--- src/rtl/mo_pkg.sv ---
// Shared constants and helpers for the motion-object pixel serializer.
package mo_pkg;

  localparam logic [1:0] MODE_HOLD = 2'b00;
  localparam logic [1:0] MODE_SHL  = 2'b01;
  localparam logic [1:0] MODE_SHR  = 2'b10;
  localparam logic [1:0] MODE_LOAD = 2'b11;

  localparam int BPP_DEF   = 3;
  localparam int PIX_DEF   = 4;
  localparam int PIC_W_DEF = 8;
  localparam int ROW_W_DEF = 5;

  // All-ones pattern of width n (the transparent pixel value); callers slice the low n bits.
  function automatic logic [63:0] transparent(input int unsigned n);
    if (n >= 64) return '1;
    return (64'd1 << n) - 64'd1;
  endfunction

endpackage

--- src/rtl/mo_plane_shifter.sv ---
// One bit-plane: PIX-bit universal shift register with parallel load and a fill bit.
module mo_plane_shifter #(
  parameter int PIX = 4
) (
  input  logic           clk,
  input  logic           reset,
  input  logic           ld,
  input  logic [PIX-1:0] ld_val,
  input  logic           sh_en,
  input  logic           sh_up,
  input  logic           fill,
  output logic [PIX-1:0] q
);

  logic [PIX-1:0] sr_q;
  logic [PIX-1:0] sr_d;
  logic [PIX-1:0] up_v;
  logic [PIX-1:0] dn_v;

  always_comb begin
    up_v = sr_q;
    dn_v = sr_q;
    up_v[0] = fill;
    for (int i = 1; i < PIX; i++) up_v[i] = sr_q[i-1];
    dn_v[PIX-1] = fill;
    for (int i = 0; i < PIX-1; i++) dn_v[i] = sr_q[i+1];

    sr_d = sr_q;
    if (ld)         sr_d = ld_val;
    else if (sh_en) sr_d = sh_up ? up_v : dn_v;
  end

  always_ff @(posedge clk) begin
    if (reset) sr_q <= '1;
    else       sr_q <= sr_d;
  end

  assign q = sr_q;

endmodule

--- src/rtl/mo_pixel_serializer.sv ---
// Motion-object pixel serializer: picture latch, ROM word prefetch buffer and BPP plane shifters
// with manual and auto (self-counting, seamless reload) modes.
module mo_pixel_serializer
  import mo_pkg::*;
#(
  parameter int BPP   = BPP_DEF,
  parameter int PIX   = PIX_DEF,
  parameter int PIC_W = PIC_W_DEF,
  parameter int ROW_W = ROW_W_DEF
) (
  input  logic                   clk,
  input  logic                   reset,
  input  logic                   ce_pix,
  input  logic                   ce_fetch,
  input  logic                   pic_ld,
  input  logic [PIC_W-1:0]       pic_in,
  input  logic [ROW_W-1:0]       row_in,
  input  logic                   match_n,
  input  logic [1:0]             mode,
  input  logic                   auto_en,
  input  logic                   flip,
  output logic [PIC_W+ROW_W-1:0] rom_addr,
  input  logic [BPP*PIX-1:0]     rom_data,
  output logic [BPP-1:0]         pix,
  output logic                   pix_opaque,
  output logic                   need_fetch,
  output logic                   underrun
);

  localparam int ADDR_W = PIC_W + ROW_W;
  localparam int WORD_W = BPP * PIX;
  localparam int CNT_W  = (PIX > 1) ? $clog2(PIX) : 1;
  localparam logic [CNT_W-1:0] CNT_LAST = CNT_W'(PIX - 1);
  localparam logic [63:0]      PIX_ONES = transparent(BPP);

  logic [PIC_W-1:0]  pic_q, pic_d;
  logic [WORD_W-1:0] buf_q, buf_d;
  logic              buf_valid_q, buf_valid_d;
  logic [CNT_W-1:0]  cnt_q, cnt_d;
  logic              underrun_q, underrun_d;
  logic              auto_q, auto_d;

  logic [WORD_W-1:0] masked_word;
  logic [WORD_W-1:0] ld_word;
  logic [CNT_W-1:0]  cnt_eff;
  logic              sr_ld, sh_en, sh_up, fill;
  logic              consume, bypass_empty;
  logic [PIX-1:0]    sr [BPP];

  assign masked_word = match_n ? '1 : rom_data;

  always_comb begin
    pic_d        = (ce_fetch && pic_ld) ? pic_in : pic_q;
    buf_d        = ce_fetch ? masked_word : buf_q;
    cnt_eff      = (auto_en != auto_q) ? '0 : cnt_q;
    cnt_d        = cnt_eff;
    underrun_d   = underrun_q;
    auto_d       = auto_en;
    sr_ld        = 1'b0;
    ld_word      = buf_q;
    sh_en        = 1'b0;
    sh_up        = 1'b1;
    fill         = 1'b0;
    consume      = 1'b0;
    bypass_empty = 1'b0;

    if (ce_pix) begin
      if (!auto_en) begin
        case (mode)
          MODE_SHL: begin sh_en = 1'b1; sh_up = 1'b1; end
          MODE_SHR: begin sh_en = 1'b1; sh_up = 1'b0; end
          MODE_LOAD: begin
            sr_ld   = 1'b1;
            ld_word = ce_fetch ? masked_word : buf_q;
            consume = 1'b1;
          end
          default: ;
        endcase
      end else begin
        fill  = 1'b1;
        cnt_d = (cnt_eff == CNT_LAST) ? '0 : cnt_eff + CNT_W'(1);
        if (cnt_eff == CNT_LAST) begin
          // Reload slot: buffered word first, then same-cycle bypass, else transparent + underrun.
          sr_ld = 1'b1;
          if (buf_valid_q) begin
            ld_word = buf_q;
            consume = 1'b1;
          end else if (ce_fetch) begin
            ld_word      = masked_word;
            consume      = 1'b1;
            bypass_empty = 1'b1;
          end else begin
            ld_word    = '1;
            underrun_d = 1'b1;
          end
        end else begin
          sh_en = 1'b1;
          sh_up = ~flip;
        end
      end
    end

    if (ce_fetch && !bypass_empty) buf_valid_d = 1'b1;
    else if (consume)              buf_valid_d = 1'b0;
    else                           buf_valid_d = buf_valid_q;
  end

  always_ff @(posedge clk) begin
    if (reset) begin
      pic_q       <= '0;
      buf_q       <= '1;
      buf_valid_q <= 1'b0;
      cnt_q       <= '0;
      underrun_q  <= 1'b0;
      auto_q      <= 1'b0;
    end else begin
      pic_q       <= pic_d;
      buf_q       <= buf_d;
      buf_valid_q <= buf_valid_d;
      cnt_q       <= cnt_d;
      underrun_q  <= underrun_d;
      auto_q      <= auto_d;
    end
  end

  for (genvar p = 0; p < BPP; p++) begin : g_plane
    mo_plane_shifter #(.PIX(PIX)) u_plane (
      .clk    (clk),
      .reset  (reset),
      .ld     (sr_ld),
      .ld_val (ld_word[p*PIX +: PIX]),
      .sh_en  (sh_en),
      .sh_up  (sh_up),
      .fill   (fill),
      .q      (sr[p])
    );
    assign pix[p] = flip ? sr[p][0] : sr[p][PIX-1];
  end

  assign rom_addr   = ADDR_W'({pic_q, row_in});
  assign pix_opaque = (pix != PIX_ONES[BPP-1:0]);
  assign need_fetch = auto_en & ~buf_valid_q;
  assign underrun   = underrun_q;

endmodule
--- config.mk ---
export PLATFORM = sky130hd
export DESIGN_NAME = mo_pixel_serializer
export DESIGN_NICKNAME = d
export VERILOG_FILES = /design/src/rtl/mo_pkg.sv /design/src/rtl/mo_plane_shifter.sv /design/src/rtl/mo_pixel_serializer.sv
export SDC_FILE = /design/constraint.sdc
export NUM_CORES = 1
export LEC_CHECK = 0
export CAP_MARGIN = 10
export CORE_AREA = 2 2 67 69
export DETAILED_ROUTE_END_ITERATION = 8
export DIE_AREA = 0 0 69 71
export MAX_ROUTING_LAYER = met4
export PLACE_DENSITY = 0.78
export SYNTH_ARGS = -nofsm -noshare
export SYNTH_HDL_FRONTEND = slang
export SYNTH_HIERARCHICAL = 1
export SYNTH_SLANG_ARGS = --single-unit
--- constraint.sdc ---
create_clock -name clk -period 2.75 [get_ports clk]
set_input_delay 0.4125 -clock clk [delete_from_list [all_inputs] [get_ports clk]]
set_output_delay 0.4125 -clock clk [all_outputs]
set_load 0.02 [all_outputs]
==> results.ini, run 1 <==
[run_status]
status=completed

[cells_and_area]
syn2layout_area_growth_pct=24.41
post-route-util=0.5810
stdcell_count=301
drive_gt1_frac=0.07631
fin_area_sq_um=2442
layout.nets=286
n_antenna_cell=0
nFillCells=382

[pwr]
leakage_nw=0.9458
pwr_density_cell_nw_per_um2=480.8
power_mw=1.174
ir_drop_uv=354.3

[drt]
drc_errors=0
wl_per_cell_um=14.40
via_per_inst=5.488
num_vias=1652
drt-pass1-iter-count=4
routed_wl_mm=4.335
ant_nets=0
first_iter_violations=85

[die]
die_w_um=69
num_rows=24
die_y_um=71
start_util=0.4670
core_area_sq_um=4204
die-area_sq_um=4899
io_pins=54

[clock_tree]
clk_pin_slew_ns=0.07
cts-resized-gates=0
cts_max_level=2
clk_latency_ns=0.29
clock_path_buffers=2
post-cts-setup-buffers=0
cts_buffers=5
cts_tree=built
clock-root-buffer=clkbuf_8
cts_sinks=37
holdBufCountCts=0

[place]
dp.cells=293
port-buffer-count=43
hpwl_mm=2.977
postPlaceCellArea_sq_um=2362
gp_congestion=0.7988

[logic_synthesis]
synth_ff_type=dfxtp_1
syn_avg_cell_area_sq_um=9.131
synth_seq_cells=37
ys_async_sr_fraction=0
syn_area_sq_um=1963
ys_seq_area_frac=0.3773
syn_nets=253
yosysWarnings=6
postSynthCellCount=215
synth_edf_count=0
synth_cell_types=34

[sta]
fin_crit_sh=0.9022
clock_skew_ns=0.004715
period_minus_slack_ns=2.481
tightest_slew_ns=0.8255
hold_violations=0
rsz0062_at_grt=no
maxSlewViolCount=0
timing.hold.ws_ns=0.4505
fmax_ghz=0.4031
relSlewSlack=0.4479
setup_viol_count_final=0

[setup_path]
critPathKind=in2reg
critPathRequiredTime_ns=2.93
worstRegToRegCells=7
worstReg2RegStart=auto_q
cp_data_arrival_time_ns=2.66
crit_path_max_fanout=11
end_kind=register
r2r_slack_ns=0.58
timing.rr.end=g_plane[0].u_plane/q[2]
crit_path_start_kind=input port

[flow_run]
max_cap_violations=0

[hold_path]
holdPathEnd=pic_q[2]
min_path_cells=2
hp-class=reg2reg
min_from=pic_q[2]

[global_routing]
grt_overflow_total=0
antenna_found_initial=0
grt_pass1_vias=1523
grt_pass1_wl_mm=7.113
track_usage=0.1854
grt_max_degree=28

[layout make-up]
type	count	area (sq um)	share of cell area
multi-input cells	148	1022	0.4185
flip-flops and latches	37	740.7	0.3033
repair buffers	51	515.5	0.2111
clock buffers	8	80.08	0.03279
well taps	52	65.06	0.02664
inverters	5	18.77	0.007684
[report_power, final]
part           switching [mW]  internal [mW]
logic                   0.111          0.126
registers              0.0176          0.563
clock network           0.178          0.180
[sequential cells by signal (all words and copies together), names as in the netlist]
register,count
buf_valid_q,1
cnt_q,2
g_plane.u_plane/q,12
buf_q,12
pic_q,8
auto_q,1
underrun,1
[per-layer routing]
metal / track usage / vias to the layer above / wire, um
met1: 0.2358 / 758 / 2088
met2: 0.2799 / 42 / 1954
li1: - / 842 / -
met4: 0.09150 / 0 / 101
met5: - / - / 0
met3: 0.03989 / 10 / 191
[worst max-delay path, stage by stage]
cell and delay, ns:
clkdlybuf4s50_1 0.46, xnor2_2 0.25, and2_1 0.17, ha_1 0.20, and3b_1 0.22, o2111ai_2 0.34
o22a_1 0.33, a211o_1 0.29
[synthesized netlist by cell type (4+ instances only)]
cell       n  area (sq um)
inv_1      5         18.77
dfxtp_1   37         740.7
o22ai_1   12         75.07
nand3_1   13         65.06
buf_4      9         67.56
nand2b_1  15         93.84
o22a_1    11         96.34
buf_6      6         67.56
a21oi_1   11         55.05
nor2_1    12         45.04
mux2i_1   12         120.1
buf_2      4         20.02
a211oi_1  13         97.59
a211o_1   12         105.1
nand2_1   12         45.04
[cells by family after synthesis]
kind of cell,count (synthesis),synth area share
muxes,15,0.07840
adders and majority gates,3,0.01912
AOI/OAI and AO/OA,67,0.2530
and+or+nand+nor,62,0.1619
xor gates and xnor gates,1,0.008288
buffers and inverters,30,0.1020
DFF,37,0.3773
[cells in the final DEF, fill, tap and decap left out]
master / n
buf_4: 6
a21oi_1: 11
mux2_2: 3
clkbuf_1: 3
a211o_1: 12
a21boi_1: 1
and2b_1: 1
buf_12: 2
dfxtp_1: 37
clkdlybuf4s50_1: 43
nand2_1: 12
o32a_1: 1
o21a_1: 1
mux2i_1: 12
and3b_1: 2
o21ai_0: 2
nor3_1: 1
o22ai_1: 12
and2_1: 2
ha_1: 3
nor2b_1: 2
inv_1: 5
o22a_1: 11
and3_1: 1
nand3_1: 13
xnor2_2: 1
a21o_1: 1
nand3b_1: 1
clkbuf_8: 5
a211oi_1: 13
o21ba_2: 1
o2111ai_2: 1
nor2_1: 12
nand2b_1: 15
[worst max-delay path by stage]
stage	startpoint	to	slack [ns]
floorplan	auto_en	g_plane[0].u_plane/q[0]	0.56
global placement	auto_en	g_plane[1].u_plane/q[2]	0.03
detailed placement	auto_en	g_plane[0].u_plane/q[2]	-0.04
CTS	auto_en	g_plane[0].u_plane/q[2]	0.26
global route	auto_en	g_plane[2].u_plane/q[3]	0.14
finish	auto_en	g_plane[0].u_plane/q[2]	0.27
[metrics by stage]
step	setup WS (ns)	TNS [ns]
5_1_grt	0.1388	0
6_report	0.2691	0
4_1_cts	0.2612	0
3_5_place_dp	-0.03606	-0.1467
2_1_floorplan	0.5574	0
3_3_place_gp	0.03467	0
Note: power is estimated with default switching activity, not from simulation.
==> inputs of run 2 (changes only) <==
--- a/config.mk
+++ b/config.mk
@@ -10,7 +10,7 @@
 export DETAILED_ROUTE_END_ITERATION = 8
 export DIE_AREA = 0 0 69 71
 export MAX_ROUTING_LAYER = met4
-export PLACE_DENSITY = 0.78
+export PLACE_DENSITY_LB_ADDON = 0.08
 export SYNTH_ARGS = -nofsm -noshare
 export SYNTH_HDL_FRONTEND = slang
 export SYNTH_HIERARCHICAL = 1
==> run 2 against run 1 <==
Compared with the run above:
- register-to-register slack gained 0.05 ns
- global-route usage grew 1.5 points
- clock-buffer cell count shrank 1
- design area grew 0.77%
- final cell count shrank 0.33%
- maximum frequency shrank 0.78%
- total power grew 2.1%
- non-clock buffer count is the same
- combinational power grew 2%
- core utilization grew 0.45 points
- sequential power is essentially flat
- first-iteration DRC count grew 19%
==> results.ini, run 2 (synthesized netlist as in run 1, its figures left out) <==
[clock_tree]
clock_path_buffers=2  ; unchanged
cts_buffers=5  ; unchanged
cts_max_level=2  ; unchanged
holdBufCountCts=0  ; unchanged
cts-resized-gates=0  ; unchanged
clk_pin_slew_ns=0.07  ; about the same
post-cts-setup-buffers=0  ; unchanged
cts_sinks=37  ; unchanged
cts_tree=built
clock-root-buffer=clkbuf_8
clk_latency_ns=0.28  ; about the same

[pwr]
leakage_nw=0.9548  ; +0.94%
power_mw=1.199  ; +2.1%
ir_drop_uv=346.5  ; -2.2%
pwr_density_cell_nw_per_um2=487.2  ; +1.3%

[place]
port-buffer-count=43  ; unchanged
postPlaceCellArea_sq_um=2375  ; +0.53%
dp_slack_ns=0.01042  ; +0.04647 ns
hpwl_mm=3.251  ; +9.2%
gp_congestion=0.7616  ; -4.7%

[setup_path]
max_stage_delay_ns=0.60  ; +0.14 ns
cp_num_buf_inv=2  ; +1
worstRegToRegCells=7  ; unchanged
crit_path_max_fanout=4  ; -7
worstReg2RegStart=auto_q
crit_path_start_kind=input port
crit_chain=clkdlybuf4s50_1 -> mux2_2 -> nand3_1 -> clkdlybuf4s50_1
end_kind=primary output
critPathKind=in2out
timing.rr.end=g_plane[2].u_plane/q[2]
critPathTopFamily=buffers and inverters
r2r_slack_ns=0.63  ; +0.05 ns
cp_data_arrival_time_ns=2.09  ; -0.57 ns
cp_common_cell=clkdlybuf4s50_1
cpMaxStageDelayCell=clkdlybuf4s50_1
critPathRequiredTime_ns=2.34  ; -0.59 ns

[sta]
setup_tns_ns=0  ; unchanged
rsz0062_at_grt=no
period_minus_slack_ns=2.501  ; +0.01957 ns
relSlewSlack=0.3136  ; -0.1343
clock_skew_ns=0.005357  ; +0.0006422 ns
fin_crit_sh=0.9093  ; +0.007116
setup_slack_ns=0.2495  ; -0.01957 ns
tightest_slew_ns=1.026  ; +0.2009 ns
fmax_ghz=0.3999  ; -0.78%
hold_violations=0  ; unchanged
setup_viol_count_final=0  ; unchanged
maxSlewViolCount=0  ; unchanged

[hold_path]
min_path_cells=2  ; unchanged
holdPathEnd=pic_q[0]
min_from=pic_q[0]
hp-class=reg2reg

[drt]
wl_per_cell_um=15.22  ; +5.7%
routed_wl_mm=4.567  ; +5.4%
num_vias=1726  ; +4.5%
via_per_inst=5.753  ; +4.8%
drc_errors=0  ; unchanged
ant_nets=0  ; unchanged
drt-pass1-iter-count=4  ; unchanged
first_iter_violations=101  ; +19%

[die]
die-area_sq_um=4899  ; unchanged
num_rows=24  ; unchanged
start_util=0.4670  ; unchanged
core_area_sq_um=4204  ; unchanged
io_pins=54  ; unchanged
die_y_um=71  ; unchanged
die_w_um=69  ; unchanged

[cells_and_area]
layout.nets=286  ; unchanged
fin_area_sq_um=2461  ; +0.77%
syn2layout_area_growth_pct=25.37
layout_commonest_cell=clkdlybuf4s50_1
n_antenna_cell=0  ; unchanged
final_cell_mix=43 x clkdlybuf4s50_1, 37 x dfxtp_1, 15 x nand2b_1
post-route-util=0.5854  ; +0.004465
drive_gt1_frac=0.08065  ; +0.004340

[global_routing]
grt_pass1_wl_mm=7.721  ; +8.5%
grt_max_degree=31  ; +11%
track_usage=0.2007  ; +0.01525
grt_overflow_total=0  ; unchanged
antenna_found_initial=0  ; unchanged
grt_pass1_vias=1707  ; +12%

[flow_run]
max_cap_violations=0  ; unchanged

[run_status]
status=completed

run 2: cell count changes in the layout (fill, tap and decap cells not counted), sizes merged:
| cell | delta |
|---|---|
| clkbuf | -1 |
run 2: cell type report:
cell class              instances  area (sq um)
flip-flops and latches         37         740.7
repair buffers                 51         528.0
multi-input cells             148          1022
well taps                      52         65.06
fillers                       362          1743
inverters                       5         18.77
clock buffers                   7         86.33
run 2: per-layer routing:
metal / GRT usage / part of all wire / wire, um / up-vias
li1: - / - / - / 843
met2: 0.3387 / 0.48 / 2210 / 59
met4: 0.08497 / 0.020 / 93 / 0
met3: 0.06268 / 0.058 / 263 / 10
met1: 0.2191 / 0.44 / 2000 / 814
met5: - / 0 / 0 / -
run 2: where the power goes:
part | leakage, nW | total, mW | switching [mW] | internal, mW
sequential | 0.303 | 0.580 | 0.0174 | 0.563
combinational | 0.607 | 0.241 | 0.111 | 0.130
clock | 0.0443 | 0.378 | 0.179 | 0.199
total | 0.955 | 1.20 | 0.308 | 0.891
run 2: how the worst max path moves through the flow:
stage,startpoint,end,slack (ns),depth (start not counted)
final,flip,pix_opaque,0.25,4
after global routing,auto_en,g_plane[0].u_plane/q[0],0.15,8
after CTS,flip,pix_opaque,0.24,4
after detailed placement,auto_en,g_plane[0].u_plane/q[3],0.01,8
after global placement,auto_en,g_plane[0].u_plane/q[2],0.07,8
after floorplan,auto_en,g_plane[0].u_plane/q[0],0.56,9
run 2: metrics by stage:
step | hold slack [ns] | cells
2_1_floorplan | 0.4433 | 215
3_3_place_gp | 0.4430 | 293
3_5_place_dp | 0.4536 | 293
4_1_cts | 0.4643 | 300
5_1_grt | 0.4819 | 300
6_report | 0.4611 | 300
run 2: worst min-delay path: stages (launching register included):
cell,delay (ns)
dfxtp_1,0.31
nand2_1,0.05
a21oi_1,0.06
